--- config.mk ---
export PLATFORM = sky130hd
export DESIGN_NAME = reg_file_sb_flat
export DESIGN_NICKNAME = d
export VERILOG_FILES = /design/src/rtl/mips_rf_pkg.sv /design/src/rtl/reg_file_sb_if.sv /design/src/rtl/reg_file_sb_scoreboard.sv /design/src/rtl/reg_file_sb.sv /design/src/flat_wrapper.sv
export SDC_FILE = /design/constraint.sdc
export NUM_CORES = 1
export LEC_CHECK = 0
export BUFFER_PORTS_ARGS = -buffer_cell sky130_fd_sc_hd__buf_2
export CORE_MARGIN = 1
export CORE_UTILIZATION = 46
export CTS_CLUSTER_DIAMETER = 30
export DETAILED_ROUTE_END_ITERATION = 10
export PLACE_DENSITY_LB_ADDON = 0.15
export SLEW_MARGIN = 40
export SYNTH_ARGS = -nofsm -noshare
export SYNTH_HDL_FRONTEND = slang
export SYNTH_SLANG_ARGS = --single-unit
--- constraint.sdc ---
create_clock -name clk -period 3.65 [get_ports clk]
set_input_delay 0.365 -clock clk [delete_from_list [all_inputs] [get_ports clk]]
set_output_delay 0.365 -clock clk [all_outputs]
set_load 0.03 [all_outputs]
--- src/rtl/mips_rf_pkg.sv ---
// Shared defaults and reset-mode encodings for the register file with scoreboard.
// Contents:
//   DEF_DATA_W, DEF_NUM_REGS : default register width and count
//   RST_ZERO, RST_INDEX      : RESET_MODE encodings (all zero / register i holds i)
//   rst_val()                : reset content of register idx under a given mode
package mips_rf_pkg;

  localparam int unsigned DEF_DATA_W   = 16;
  localparam int unsigned DEF_NUM_REGS = 8;

  localparam int unsigned RST_ZERO  = 0;
  localparam int unsigned RST_INDEX = 1;

  // r0 falls out as 0 under both modes.
  function automatic int unsigned rst_val(input int unsigned mode, input int unsigned idx);
    return (mode == RST_INDEX) ? idx : 0;
  endfunction

endpackage

--- src/rtl/reg_file_sb_if.sv ---
// Bus bundle between decode/writeback and the register file.
// master : drives read addresses, write port and allocation; sees read data and busy flags
// slave  : the register file itself
interface reg_file_sb_if import mips_rf_pkg::*; #(
  parameter int unsigned DATA_W = DEF_DATA_W,
  parameter int unsigned ADDR_W = $clog2(DEF_NUM_REGS)
);

  logic [ADDR_W-1:0] rd_addr_a;
  logic [ADDR_W-1:0] rd_addr_b;
  logic [DATA_W-1:0] rd_data_a;
  logic [DATA_W-1:0] rd_data_b;
  logic              wr_en;
  logic [ADDR_W-1:0] wr_addr;
  logic [DATA_W-1:0] wr_data;
  logic              alloc_en;
  logic [ADDR_W-1:0] alloc_addr;
  logic              busy_a;
  logic              busy_b;
  logic              hazard;

  modport master (
    output rd_addr_a, rd_addr_b, wr_en, wr_addr, wr_data, alloc_en, alloc_addr,
    input  rd_data_a, rd_data_b, busy_a, busy_b, hazard
  );

  modport slave (
    input  rd_addr_a, rd_addr_b, wr_en, wr_addr, wr_data, alloc_en, alloc_addr,
    output rd_data_a, rd_data_b, busy_a, busy_b, hazard
  );

endinterface

--- src/rtl/reg_file_sb_scoreboard.sv ---
// Per-register busy tracker used for decode-stage hazard detection.
// Ports:
//   clk, rst_n                 : clock, async active-low reset (clears all busy bits)
//   i_alloc_en, i_alloc_addr   : issue marks a destination busy (wins over a same-edge clear)
//   i_wr_en, i_wr_addr         : writeback clears the busy bit of its destination
//   i_rd_addr_a, i_rd_addr_b   : source register lookups
//   i_fwd_a, i_fwd_b           : source is being bypassed this cycle, so it is not busy
//   o_busy_a, o_busy_b         : source has an outstanding write not yet available
module reg_scoreboard #(
  parameter int unsigned NUM_REGS = 8,
  parameter int unsigned ADDR_W   = 3
) (
  input  logic              clk,
  input  logic              rst_n,
  input  logic              i_alloc_en,
  input  logic [ADDR_W-1:0] i_alloc_addr,
  input  logic              i_wr_en,
  input  logic [ADDR_W-1:0] i_wr_addr,
  input  logic [ADDR_W-1:0] i_rd_addr_a,
  input  logic [ADDR_W-1:0] i_rd_addr_b,
  input  logic              i_fwd_a,
  input  logic              i_fwd_b,
  output logic              o_busy_a,
  output logic              o_busy_b
);

  logic [NUM_REGS-1:0] r_busy;
  logic [NUM_REGS-1:0] w_busy_d;

  always_comb begin
    w_busy_d = r_busy;
    for (int unsigned i = 1; i < NUM_REGS; i++) begin
      // A new producer owns the register even if the old one retires on the same edge.
      if (i_alloc_en && (i_alloc_addr == ADDR_W'(i))) begin
        w_busy_d[i] = 1'b1;
      end else if (i_wr_en && (i_wr_addr == ADDR_W'(i))) begin
        w_busy_d[i] = 1'b0;
      end
    end
    w_busy_d[0] = 1'b0;
  end

  always_ff @(posedge clk or negedge rst_n) begin
    if (!rst_n) begin
      r_busy <= '0;
    end else begin
      r_busy <= w_busy_d;
    end
  end

  assign o_busy_a = r_busy[i_rd_addr_a] & ~i_fwd_a;
  assign o_busy_b = r_busy[i_rd_addr_b] & ~i_fwd_b;

endmodule

--- src/rtl/reg_file_sb.sv ---
// Register file for the pipelined MIPS core: two combinational read ports, one write port,
// r0 hardwired to zero, optional same-cycle write-to-read bypass, and a busy scoreboard.
// Ports:
//   clk, rst_n : clock (rising edge), asynchronous active-low reset
//   bus        : reg_file_sb_if.slave -- read addresses/data, write port, allocation,
//                busy_a/busy_b per source and hazard = busy_a | busy_b
module reg_file_sb import mips_rf_pkg::*; #(
  parameter int unsigned DATA_W     = DEF_DATA_W,
  parameter int unsigned NUM_REGS   = DEF_NUM_REGS,
  parameter int unsigned RESET_MODE = RST_INDEX,
  parameter bit          BYPASS_EN  = 1'b1
) (
  input  logic         clk,
  input  logic         rst_n,
  reg_file_sb_if.slave bus
);

  localparam int unsigned ADDR_W = $clog2(NUM_REGS);

  logic [DATA_W-1:0] r_regs [NUM_REGS];
  logic              w_wr_live;
  logic              w_fwd_a;
  logic              w_fwd_b;
  logic [DATA_W-1:0] w_rd_data_a;
  logic [DATA_W-1:0] w_rd_data_b;
  logic              w_busy_a;
  logic              w_busy_b;

  // Writes to r0 are dropped here, so r0 keeps its reset value of zero.
  assign w_wr_live = bus.wr_en && (bus.wr_addr != '0);

  always_ff @(posedge clk or negedge rst_n) begin
    if (!rst_n) begin
      for (int unsigned i = 0; i < NUM_REGS; i++) begin
        r_regs[i] <= DATA_W'(rst_val(RESET_MODE, i));
      end
    end else if (w_wr_live) begin
      r_regs[bus.wr_addr] <= bus.wr_data;
    end
  end

  // Forwarding only ever applies to non-zero sources.
  assign w_fwd_a = BYPASS_EN && w_wr_live && (bus.wr_addr == bus.rd_addr_a);
  assign w_fwd_b = BYPASS_EN && w_wr_live && (bus.wr_addr == bus.rd_addr_b);

  always_comb begin
    w_rd_data_a = r_regs[bus.rd_addr_a];
    if (bus.rd_addr_a == '0) begin
      w_rd_data_a = '0;
    end else if (w_fwd_a) begin
      w_rd_data_a = bus.wr_data;
    end
  end

  always_comb begin
    w_rd_data_b = r_regs[bus.rd_addr_b];
    if (bus.rd_addr_b == '0) begin
      w_rd_data_b = '0;
    end else if (w_fwd_b) begin
      w_rd_data_b = bus.wr_data;
    end
  end

  reg_scoreboard #(
    .NUM_REGS (NUM_REGS),
    .ADDR_W   (ADDR_W)
  ) u_scoreboard (
    .clk          (clk),
    .rst_n        (rst_n),
    .i_alloc_en   (bus.alloc_en),
    .i_alloc_addr (bus.alloc_addr),
    .i_wr_en      (bus.wr_en),
    .i_wr_addr    (bus.wr_addr),
    .i_rd_addr_a  (bus.rd_addr_a),
    .i_rd_addr_b  (bus.rd_addr_b),
    .i_fwd_a      (w_fwd_a),
    .i_fwd_b      (w_fwd_b),
    .o_busy_a     (w_busy_a),
    .o_busy_b     (w_busy_b)
  );

  assign bus.rd_data_a = w_rd_data_a;
  assign bus.rd_data_b = w_rd_data_b;
  assign bus.busy_a    = w_busy_a;
  assign bus.busy_b    = w_busy_b;
  assign bus.hazard    = w_busy_a | w_busy_b;

endmodule
--- src/flat_wrapper.sv ---
// flat-port wrapper written by rule: the top's interface ports become plain ports
module reg_file_sb_flat import mips_rf_pkg::*;
#(
  parameter int unsigned DATA_W     = DEF_DATA_W,
  parameter int unsigned NUM_REGS   = DEF_NUM_REGS,
  parameter int unsigned RESET_MODE = RST_INDEX,
  parameter bit          BYPASS_EN  = 1'b1
)
  (clk, rst_n, bus_rd_addr_a, bus_rd_addr_b, bus_wr_en, bus_wr_addr, bus_wr_data, bus_alloc_en, bus_alloc_addr, bus_rd_data_a, bus_rd_data_b, bus_busy_a, bus_busy_b, bus_hazard);
  reg_file_sb_if #(.DATA_W(DATA_W)) bus_i ();
  input  logic clk;
  input  logic rst_n;
  input wire logic [$bits(bus_i.rd_addr_a)-1:0] bus_rd_addr_a;
  input wire logic [$bits(bus_i.rd_addr_b)-1:0] bus_rd_addr_b;
  input wire logic [$bits(bus_i.wr_en)-1:0] bus_wr_en;
  input wire logic [$bits(bus_i.wr_addr)-1:0] bus_wr_addr;
  input wire logic [$bits(bus_i.wr_data)-1:0] bus_wr_data;
  input wire logic [$bits(bus_i.alloc_en)-1:0] bus_alloc_en;
  input wire logic [$bits(bus_i.alloc_addr)-1:0] bus_alloc_addr;
  output wire logic [$bits(bus_i.rd_data_a)-1:0] bus_rd_data_a;
  output wire logic [$bits(bus_i.rd_data_b)-1:0] bus_rd_data_b;
  output wire logic [$bits(bus_i.busy_a)-1:0] bus_busy_a;
  output wire logic [$bits(bus_i.busy_b)-1:0] bus_busy_b;
  output wire logic [$bits(bus_i.hazard)-1:0] bus_hazard;
  assign bus_i.rd_addr_a = bus_rd_addr_a;
  assign bus_i.rd_addr_b = bus_rd_addr_b;
  assign bus_i.wr_en = bus_wr_en;
  assign bus_i.wr_addr = bus_wr_addr;
  assign bus_i.wr_data = bus_wr_data;
  assign bus_i.alloc_en = bus_alloc_en;
  assign bus_i.alloc_addr = bus_alloc_addr;
  assign bus_rd_data_a = bus_i.rd_data_a;
  assign bus_rd_data_b = bus_i.rd_data_b;
  assign bus_busy_a = bus_i.busy_a;
  assign bus_busy_b = bus_i.busy_b;
  assign bus_hazard = bus_i.hazard;
  reg_file_sb #(.DATA_W(DATA_W), .NUM_REGS(NUM_REGS), .RESET_MODE(RESET_MODE), .BYPASS_EN(BYPASS_EN)) u_core (.clk(clk), .rst_n(rst_n), .bus(bus_i));
endmodule
== Yosys cells after proc, flatten, opt, wreduce, memory -nomap -nowiden ==
Cells that the tools add are included.
Storage, ports and cells
  output and inout bits: 35
  register bits after elaboration: 135
  word-level logic and storage cells: 104
  input bits: 32
Operators by class
  magnitude comparators: 6
  muxes and demuxes: 31
  equality and inequality tests: 16
  reduce and logical (&&, ||, !) cells: 28
  bitwise gates (word level): 8
Operators with widths (count)
  two-way mux 16 bit: 9
  bitwise mux 128 bit: 1
  binary-select mux 16 bit (select 3 bit): 2
  demux 16 bit (select 3 bit): 1
  equality test 3 bit, second input constant: 8
  logical AND 1 bit: 18
  two-way mux 1 bit: 16
  nonzero test 2 bit: 7
  equality test 3 x 2 -> 1 bit, second input constant: 4
  greater-or-equal comparator 4 bit, second input constant: 3
  NOT 3 -> 4 bit: 3
  < comparator 3 x 4 -> 1 bit, second input constant: 2
  binary-select mux 1 bit (select 3 bit): 2
  equality test 3 x 1 -> 1 bit, second input constant: 2
  equality test 3 bit: 2
  zero test 3 bit: 2
  < comparator 4 x 1 -> 1 bit, second input constant: 1
  nonzero test 3 bit: 1
  bitwise AND 1 bit: 2
  NOT 1 bit: 2
  OR 1 bit: 1

== Logic depth before layout (Yosys ltp) ==
  depth after elaboration: 6
  depth in mapped cells: 6
  gate-level depth less buffers: 4

== Modules after synthesis ==
Synthesis repeated with hierarchy kept, for this count alone.
Unflattened totals
  cell total of the unflattened synthesis: 562
  area, all modules: 7091.8 µm²
Modules (own cells, without submodules)
  reg_file_sb: sequential area each 2842.7 µm², times used 1, area an instance 6645.1 µm², cells an instance 518
  reg_scoreboard: sequential area each 175.2 µm², times used 1, area an instance 446.7 µm², cells an instance 44

== Worst setup path after synthesis ==
OpenSTA, ideal clock, no wires.
  path type: input to output
  start: input bus_wr_addr[0]
  end: output bus_hazard
  required time: 3285 ps
  path slack: 1341 ps
  arrival time: 1944 ps
  stages on the path: 5
  path buffers: 1
  path through: buf_4 o31a_1 and4_1 a311oi_2 or2_1
On the way
  longest elaborated chain between the ends: 6
  elaborated cells between the ends (all ways): 11
  classes of those cells: 2 x eq/ne; 5 x bitwise; 4 x reduce/logical
Ends and longest elaborated chain
  from (decl): line flat_wrapper.sv:16  | input wire logic [$bits(bus_i.wr_addr)-1:0] bus_wr_addr;
  nonzero test 3 bit: line reg_file_sb.sv:30  | assign w_wr_live = bus.wr_en && (bus.wr_addr != '0);
  logical AND 1 bit: line reg_file_sb.sv:30
  logical AND 1 bit (*): line reg_file_sb.sv:43  | assign w_fwd_a = BYPASS_EN && w_wr_live && (bus.wr_addr == bus.rd_addr_a);
  NOT 1 bit (*): line reg_file_sb_scoreboard.sv:51  | assign o_busy_a = r_busy[i_rd_addr_a] & ~i_fwd_a;
  bitwise AND 1 bit (*): line reg_file_sb_scoreboard.sv:51
  net bus_busy_a: line flat_wrapper.sv:22  | output wire logic [$bits(bus_i.busy_a)-1:0] bus_busy_a;
  OR 1 bit (*): line reg_file_sb.sv:86  | assign bus.hazard = w_busy_a | w_busy_b;
  to (decl): line flat_wrapper.sv:24  | output wire logic [$bits(bus_i.hazard)-1:0] bus_hazard;
The timed path passes the listed nets; every way through them passes the cells marked *.

== Final worst setup path ==
  start: input bus_rd_addr_a[0]
  end: output bus_rd_data_a[4]
On the way
  longest elaborated chain between the ends: 6
  elaborated cells between the ends (all ways): 9
  classes of those cells: 1 x eq/ne; 5 x mux; 1 x bitwise; 2 x reduce/logical
Ends and longest elaborated chain
  from (decl): line flat_wrapper.sv:13  | input wire logic [$bits(bus_i.rd_addr_a)-1:0] bus_rd_addr_a;
  NOT 3 -> 4 bit (not written as such): line reg_file_sb.sv:47  | w_rd_data_a = r_regs[bus.rd_addr_a];
  binary-select mux 16 bit (select 3 bit): line reg_file_sb.sv:47
  two-way mux 16 bit (not written as such) (2 in series): line reg_file_sb.sv:47
  two-way mux 16 bit: line reg_file_sb.sv:50  | end else if (w_fwd_a) begin
  two-way mux 16 bit (*): line reg_file_sb.sv:48  | if (bus.rd_addr_a == '0) begin
  to (decl): line flat_wrapper.sv:20  | output wire logic [$bits(bus_i.rd_data_a)-1:0] bus_rd_data_a;
Every way passes the cells marked *; elsewhere a longest branch is shown, timed or not. The select of a mux whose other input is x is not followed.

==> results by group <==
Synth
  • Flops & latches, synth: 135
  • Mapped Cells: 589
  • Share of the synthesized area in the top cell type: 39.2%
  • Top cells by area, synth: dfrtp_1 (39%), mux4_2 (13%), mux2_2 (12%)
  • Most common cell in the netlist: dfrtp_1
  • Post-synth net total: 621
  • Mean Syn Cell Area: 13.3 µm²
  • Ys flop type: dfrtp_1
  • Ys Warns: 0
  • Ys async rst share: 100%
  • Commonest cells post-synth: dfrtp_1 (123), mux2_2 (85), nand2_1 (71)
  • Number of distinct library cells after synthesis: 36
  • Synthesized cell area: 0.00786 mm²
  • Dominant cell type by area after synthesis: dfrtp_1
  • Sequential area share after synthesis: 43.2%
  • Number of flops mapped to enable cells by yosys: 0

Finish
  • Multi-input logic area: 0.00412 mm²
  • Share of cells above drive strength 1: 44.4%
  • Synth-to-layout area growth: 13.7%
  • Final #Nets: 670
  • Storage element area: 0.00339 mm²
  • Final core utilization: 53.7%
  • Fillers: 1376
  • Inserted Diodes: 0

Setup path
  • Worst Path Max Fanout: 31
  • Critical Path Start Type: primary input
  • R2R Setup Slk: 2.83 ns
  • R2r startpoint: u_core.r_regs[109]
  • Critical Path RT: 3.28 ns
  • R2R cell count: 1
  • WP data arrival: 2.39 ns
  • Reg-to-reg critical path endpoint: u_core.r_regs[109]
  • CP Capture Type: primary output
  • WS Path Type: in2out

STA
  • Setup violators final: 0
  • Setup_tns: 0 ns
  • Fmax achieved: 363 MHz
  • Setup Skew: 0 ns
  • Min cycle time layout: 2.76 ns
  • Worst slew margin: 47.4%
  • Final period util: 75.5%
  • Worst-Margin Slew: 0.789 ns
  • RSZ-0062 raised after global routing: false
  • Final Hold Viols: 0
  • Slew Viols, Final: 0

Clock tree
  • Clock sink total: 135
  • H-tree lvl count: 4
  • Total CTS buffers: 17
  • Clk root buf: clkbuf_16
  • Post-CTS resize count: 0
  • Max clock buf depth: 2
  • Clock latency on the worst-skew pair: 0.42 ns
  • CTS tree: done
  • Clk pin slew, worst setup/hold paths: 0.06 ns

Worst hold path
  • Hold Path Cell Cnt: 2
  • Hold WC Path Type: in2reg
  • Hold path endpoint: u_core.u_scoreboard.r_busy[4]
  • Min-delay src: bus_alloc_addr[0]

Routing
  • Vias: 5187
  • DRT iter0 DRCs: 297
  • Wire per inst: 23.6 µm
  • DR DRC count: 0
  • Drt pass-1 iters: 4
  • Detailed-route wire length: 20500 µm
  • Post-route ant nets: 0
  • DR vias/cell: 5.96

GRT
  • Initial antenna violation count: 1
  • Largest net degree at the start of global routing: 71
  • Grt ovf: 0
  • First-pass GRT wire length: 32200 µm
  • GRT Overall Usage: 25.0%
  • Vias in the first global route: 5454

Pwr
  • Sw Share: 28.5%
  • Comb pwr share: 25.0%
  • Clock share of power: 34.9%
  • PD cells: 563 mW/mm²
  • Leak pwr: 3.88 nW
  • Final Total Pwr: 5.03 mW
  • Sequential Power Share: 40.1%
  • Psw: 1.43 mW
  • Cell Int Power: 3.59 mW
  • Maximum VDD drop: 0.344 mV

Run status
  • Status: completed

Floorplan
  • Initial Utilization: 47.2%
  • Full die area: 0.0176 mm²
  • Core area: 0.0166 mm²
  • Placement Rows: 47
  • Die span in y: 133 µm
  • Die width: 133 µm
  • Top Ports: 67

Run
  • MaxCap Viol Count: 0

Place
  • Final GP Congestion: 0.775
  • Detail Placement HPWL: 12600 µm
  • IO buf count: 66
[metrics by stage]
| step | hold WS [ns] | instance area [µm²] | setup slack, ns | std cells |
|---|---|---|---|---|
| 6_report | 0.183 | 8940 | 0.894 | 871 |
| 3_5_place_dp | 0.377 | 8320 | 0.899 | 838 |
| 5_1_grt | 0.186 | 8940 | 0.754 | 871 |
| 3_3_place_gp | 0.371 | 8310 | 0.947 | 838 |
| 4_1_cts | 0.164 | 8940 | 0.887 | 871 |
| 2_1_floorplan | 0.0694 | 7860 | 1.34 | 589 |
[cells by family after synthesis]
group,count (synthesis),share of synthesized area [%]
and+or+nand+nor,188,13.6
muxes,182,36.1
DFF,135,43.2
buffers and inverters,64,5.06
AOI/OAI and AO/OA,14,1.37
xor gates and xnor gates,6,0.669
[worst max path at each step]
stage                           startpoint                to  cells past startpoint  slack [ns]
after global routing      bus_rd_addr_a[0]  bus_rd_data_a[4]                      7        0.75
after floorplan             bus_wr_addr[0]        bus_hazard                      5        1.34
after global placement    bus_rd_addr_a[0]  bus_rd_data_a[4]                      7        0.95
after CTS                 bus_rd_addr_a[0]  bus_rd_data_a[4]                      7        0.89
final                     bus_rd_addr_a[0]  bus_rd_data_a[4]                      7        0.89
after detailed placement  bus_rd_addr_a[0]  bus_rd_data_a[4]                      7        0.90
[sequential cells by signal, indices dropped and copies added, names as in the netlist]
| register | cells |
|---|---|
| u_core.r_regs | 128 |
| u_core.u_scoreboard.r_busy | 7 |
[layout make-up]
type / instances / area share (%)
Clock buffer: 29 / 6.05
Clock inverter: 3 / 0.728
Tap cell: 220 / 3.08
Sequential cell: 135 / 38.0
Inverter: 5 / 0.210
Multi-Input combinational cell: 390 / 46.1
Timing Repair Buffer: 89 / 5.87
[critical path: stages]
cell and delay [ns]:
buf_2 0.60, xnor2_1 0.21, nand4_1 0.12, buf_4 0.26
and3_1 0.19, nor3_1 0.35, buf_2 0.28
[power groups by stage]
stage | registers, mW | logic (mW) | clock network (mW)
after CTS | 2.01 | 1.27 | 1.79
after global placement | 2.00 | 1.23 | 0
after detailed placement | 2.03 | 1.27 | 0
after floorplan | 1.96 | 0.982 | 0
final | 2.02 | 1.26 | 1.75
after global routing | 2.05 | 1.35 | 1.85
[cell usage in the layout (no fill, tap or decap), types with 5 or more instances in the layout]
master / count
dfrtp_1: 123
mux2_2: 85
nand2_1: 71
buf_2: 65
mux4_2: 46
mux2_1: 33
nor2_1: 32
and3_1: 30
buf_4: 21
nor3_2: 20
mux4_1: 18
clkbuf_16: 17
nor3_1: 12
dfstp_2: 12
clkbuf_8: 7
xnor2_1: 6
nand2b_1: 5
clkbuf_1: 5
[layer usage]
layer	vias to the layer above	GRT usage [%]	wire length, µm
met5	-	0	0
met4	0	8.88	199
met3	18	4.60	1120
met2	159	42.9	10600
met1	2721	31.7	8590
li1	2289	-	-
[timing repair]
action	4_1_cts	5_1_grt
hold endpoints to repair	69	0
buffers inserted	0	0
hold buffers	1	0
endpoints found under the setup margin	0	0
Power figures use the tool's default switching activity.
